--- src/rtl/decoder_scan.sv ---
// decoder_scan: registered index-to-one-hot decoder with direct load,
// up/down auto-scan with programmable dwell, hold, output enable and wrap pulse.
module decoder_scan #(
    parameter int IN_W = 3,
    parameter int DWELL_W = 8,
    localparam int OUT_W = 1 << IN_W
) (
    input  logic               clk,
    input  logic               rst_n,
    input  logic [1:0]         mode,
    input  logic               en,
    input  logic               in_valid,
    input  logic [IN_W-1:0]    in_idx,
    input  logic [DWELL_W-1:0] dwell,
    output logic [OUT_W-1:0]   out,
    output logic [IN_W-1:0]    out_idx,
    output logic               out_valid,
    output logic               wrap
);
    localparam logic [1:0] DIRECT = 2'b00;
    localparam logic [1:0] UP     = 2'b01;
    localparam logic [1:0] HOLD   = 2'b11;

    logic [DWELL_W-1:0] cnt, cnt_next;
    logic [IN_W-1:0]    idx_next;
    logic [1:0]         mode_q;
    logic               chg, step, wrap_next;

    assign chg = mode != mode_q;

    // Priority: hold freezes everything, then load, then mode change / direct clear, then scan.
    always_comb begin
        idx_next = out_idx;
        cnt_next = cnt;
        step     = 1'b0;
        if (mode == HOLD) begin
            cnt_next = chg ? '0 : cnt;
        end else if (in_valid) begin
            idx_next = in_idx;
            cnt_next = '0;
        end else if (chg || mode == DIRECT) begin
            cnt_next = '0;
        end else if (cnt == dwell) begin
            cnt_next = '0;
            step     = 1'b1;
            idx_next = mode == UP ? out_idx + 1'b1 : out_idx - 1'b1;
        end else begin
            cnt_next = cnt + 1'b1;
        end
    end

    assign wrap_next = step && (mode == UP ? out_idx == {IN_W{1'b1}} : out_idx == '0);

    always_ff @(posedge clk or negedge rst_n) begin
        if (!rst_n) begin
            cnt       <= '0;
            mode_q    <= DIRECT;
            out       <= '0;
            out_idx   <= '0;
            out_valid <= 1'b0;
            wrap      <= 1'b0;
        end else begin
            cnt       <= cnt_next;
            mode_q    <= mode;
            out       <= en ? OUT_W'(1) << idx_next : '0;
            out_idx   <= idx_next;
            out_valid <= en;
            wrap      <= wrap_next;
        end
    end
endmodule

--- config.mk ---
export PLATFORM = sky130hd
export DESIGN_NAME = decoder_scan
export DESIGN_NICKNAME = d
export VERILOG_FILES = /design/src/rtl/decoder_scan.sv
export SDC_FILE = /design/constraint.sdc
export NUM_CORES = 1
export LEC_CHECK = 0
export CORE_ASPECT_RATIO = 0.75
export CORE_MARGIN = 1.5
export CORE_UTILIZATION = 50
export DETAILED_ROUTE_END_ITERATION = 6
export GPL_TIMING_DRIVEN = 0
export PLACE_DENSITY = 0.9
export SLEW_MARGIN = 10
export SYNTH_ARGS = -nofsm -noshare
export SYNTH_HDL_FRONTEND = slang
export SYNTH_SLANG_ARGS = --single-unit
export TNS_END_PERCENT = 50
--- constraint.sdc ---
create_clock -name clk -period 4 [get_ports clk]
set_clock_uncertainty 0.1 [all_clocks]
set_input_delay 0.8 -clock clk [delete_from_list [all_inputs] [get_ports clk]]
set_output_delay 0.8 -clock clk [all_outputs]
set_load 0.01 [all_outputs]
# After elaboration in Yosys (flattened, before gate mapping)
# Cells that the tools add are included.
# totals
register_bits	23
input_bits	17
elab_cells	36
# classes
addsub	3
n_eq_ne	6
shift	1
n_mux	16
reduce_logical	4
# ops
cell	n
two-way mux 8 bit	6
two-way mux 3 bit	5
adder 8 x 1 -> 8 bit, second input constant	1
equality test 8 bit	1
<< shifter 1 x 3 -> 8 bit, first input constant	1
two-way mux 1 bit	5
adder 3 x 1 -> 3 bit, second input constant	1
equality test 3 bit, second input constant	1
logical NOT 3 bit	1
subtractor 3 x 1 -> 3 bit, second input constant	1
equality test 2 x 1 -> 1 bit, second input constant	1
equality test 2 bit, second input constant	1
logical NOT 2 bit	1
!= test 2 bit	1
!= test 2 bit, second input constant	1
logical AND 1 bit	1
logical OR 1 bit	1

# Longest topological paths before layout
# logic_depth
depth_word	8
depth_mapped	8

# Worst setup path before layout
# Ideal clock, no wire load.
# synth_path
path_kind	input-to-reg
start	input port mode[0]
end	register out[0]
setup_time_ns	0.094
t_arrival_ns	2.476
slack_ns	1.330
stages	8
n_path_buf	1
path_cell_list	buf_6 -> and2b_2 -> fa_1 -> xnor2_2 -> nor4_4 -> mux2i_2 -> inv_2 -> a211oi_1
# synth_via
elab_chain_cells	8
elab_cells_between_ends	12
cone_classes	eq/ne (3); shift (1); mux (6); reduce/logical (2)
# synth_rtl
item	line_no	text
start: declaration	10	input logic [1:0] mode,
equality test 2 x 1 -> 1 bit	46	idx_next = mode == UP ? out_idx + 1'b1 : out_idx - 1'b1;
two-way mux 3 bit	46	
two-way mux 3 bit	43	end else if (cnt == dwell) begin
two-way mux 3 bit	41	end else if (chg || mode == DIRECT) begin
two-way mux 3 bit	38	end else if (in_valid) begin
two-way mux 3 bit (*)	36	if (mode == HOLD) begin
net idx_next[2]	25	logic [IN_W-1:0] idx_next;
<< shifter 1 x 3 -> 8 bit (*)	65	out <= en ? OUT_W'(1) << idx_next : '0;
two-way mux 8 bit (*)	65	
end signal: assignment	65	
end: declaration	15	output logic [OUT_W-1:0] out,
# The timed path passes the listed nets; every way through them passes the cells marked *.
# A chain may end at the register's enable or synchronous reset.

# Worst setup path after layout
# layout_path
start	input port mode[1]
end	register out[3]
# Same word-level chain as after synthesis.

==> key figures <==
Worst setup path
  – Reg2reg path depth: 8
  – Crit path kind: input port to register
  – CP startpoint kind: input port
  – Worst path required time: 4070 ps
  – Critical Path AT: 3290 ps
  – R2R setup slack: 1370 ps
  – FF-to-FF End: out[3]
  – Critical Path Sink Type: register
  – Critical Path Fanout Max: 9
  – R2r startpoint: out_idx[0]
  – Crit. Startpoint: mode[1]

Clock network
  – CTS Buf Count: 3
  – Postcts setup bufs: 0
  – Sink Count: 23
  – Clock Latency Late Sink: 270 ps
  – CTS max path bufs: 2
  – CTS Hold Bufs: 0
  – CTS tree: built
  – Reg clk slew, reported paths: 80 ps
  – H-tree levels: 1
  – Root Buffer: clkbuf_8
  – Post-CTS Resized: 0

STA
  – Fmax: 311 MHz
  – Setup tns final: 0 ps
  – Tmin final: 3220 ps
  – Least-Margin Pin Slew: 983 ps
  – Fin. max-slew vios: 0
  – RSZ-0062 raised after global routing: no
  – Final period util: 80.4%
  – Slew HR: 34.3%
  – Endpoints failing hold: 0
  – Setup violations, final: 0

Job
  – Max cap viols: 0

Die
  – Core box area: 2620 sq um
  – DIE AREA: 3090 sq um
  – Die height: 48.5 microns
  – Row count: 16
  – Die W: 63.7 microns
  – Starting Density: 52.7%
  – I/O pin count: 30

Final layout
  – Layout cells sized above 1: 15.2%
  – Fin area: 1760 sq um
  – Final nets: 185
  – Fin cells: 201
  – Final Util: 67.2%
  – ANT cells: 0
  – Area grow syn2layout: 27.6%

Route
  – # DRC: 0
  – WL per Instance: 15.6 microns
  – Drt total wl: 3.14 mm
  – DRT iter0 DRCs: 43
  – Antenna Nets Post-Route: 0
  – DRT Pass-1 Iters: 4
  – Vias: 1,184
  – Post-DR vias/cell: 5.89

Power and ir drop
  – Pleak: 0.736 nW
  – Peak supply drop: 282 uV
  – Power density over cell area: 297 nW/um^2

Min path
  – Hold EP: cnt[6]
  – HP Class: register to register
  – Worst hold path depth: 1
  – Worst hold start: cnt[6]

Place
  – Area after DPL: 1720 sq um
  – Placed insts: 197
  – # port buffers: 29
  – GP Congestion: 0.881
  – Post-DP HPWL: 2.38 mm

Outcome
  – Outcome: finished clean

Synthesis
  – Ys Warns: 0
  – Distinct cell type count after synthesis: 48
  – Seq/Total Area, Yosys: 41.7%
  – Yosys top cell area share: 41.7%
  – Mapped Cells: 132
  – Syn Nets: 151
  – Synth Cell Area: 1380 sq um
  – Syn Area/Cell: 10.5 sq um
  – Asr flop ratio synth: 100%
  – Commonest cells in the synthesized netlist: 23 x dfrtp_1, 9 x xnor2_1, 8 x a211oi_1
  – Number of enable flip-flop cells after synthesis: 0
  – Primary FF master, synth: dfrtp_1
  – Top-count cell post-synth: dfrtp_1
  – Largest cells by area after synthesis: dfrtp_1 42%, xnor2_1 5.7%, a211oi_1 4.3%
  – Yosys top cell by area: dfrtp_1
  – FF+latch count, synth: 23

Global routing
  – Total GRT Usage: 23.8%
  – Vias in the first global route: 1,149
  – Initial antenna violation count: 0
  – Largest net degree at the start of global routing: 24
  – Grt ovf: 0
  – First-pass GRT wire length: 5.52 mm
kinds of logic (layout without fill, tap and decap cells):
group	after synthesis	in the layout	share of synthesized area, %
simple gates	41	41	19.7
compound gates	38	38	20.5
flops	23	23	41.7
buf+inv	14	47	5.71
xor+xnor	10	10	6.88
mux	4	4	3.26
fa+ha+maj	2	2	2.35
stage by stage:
| stage | power, mW | setup slack [ps] | hold WS, ps |
|---|---|---|---|
| final | 0.524 | 784 | 430 |
| after global placement | 0.376 | 584 | 412 |
| after floorplan | 0.325 | 1330 | 383 |
| after detailed placement | 0.383 | 495 | 419 |
| after global routing | 0.552 | 661 | 467 |
| after CTS | 0.529 | 778 | 434 |
placed cells by master (no fill, tap or decap), types with 3 or more instances in the layout:
master and instances:
a211oi_1 8, a21o_1 3, a21oi_1 7, a31oi_1 4, and3_1 5, and4_1 3, buf_6 3, clkbuf_8 3
clkdlybuf4s50_1 29, dfrtp_1 23, inv_1 4, nand2_1 7, nand3_1 5, nand4_1 4, nor2_1 3, o21ai_0 4
xnor2_1 9
how the worst max path moves through the flow:
stage	end	slack (ps)
floorplan	out[0]	1330
global placement	out[2]	580
detailed placement	out[3]	500
CTS	out[3]	780
global route	out[3]	660
finish	out[3]	780
layer usage:
metal	share of wire (%)	GRT usage, %	wire length (microns)	up-vias
met5	0	0	0	-
met4	2.2	10.9	70	0
met3	5.8	5.12	183	6
met2	46	36.3	1460	45
met1	45	32.6	1430	564
li1	-	-	-	569
worst max-delay path, cell delays in order:
cell	delay, ps
clkdlybuf4s50_1	620
and2b_2	300
fa_1	410
xnor2_2	170
nor4_4	170
mux2i_2	430
inv_2	130
a211oi_1	260
layout make-up:
cell class                      count  area (sq um)
Tap cell                           36          45.0
Multi-Input combinational cell     95           727
Buffer                              8          56.3
Sequential cell                    23           576
Clock buffer                        3          41.3
Clock inverter                      1          5.00
Fill cell                         205           860
Inverter                            6          22.5
Timing Repair Buffer               29           290
sequential cells by signal, indices dropped and copies added, names as in the netlist:
| name | flops |
|---|---|
| cnt | 8 |
| out | 8 |
| out_idx | 3 |
| mode_q | 2 |
| out_valid | 1 |
| wrap | 1 |
report_power, final:
| group | internal [mW] | switching [mW] | leakage [nW] |
|---|---|---|---|
| registers | 0.243 | 0.00797 | 0.306 |
| logic | 0.0620 | 0.0662 | 0.404 |
| clock network | 0.0697 | 0.0747 | 0.0255 |
(Power assumes the default switching activity.)
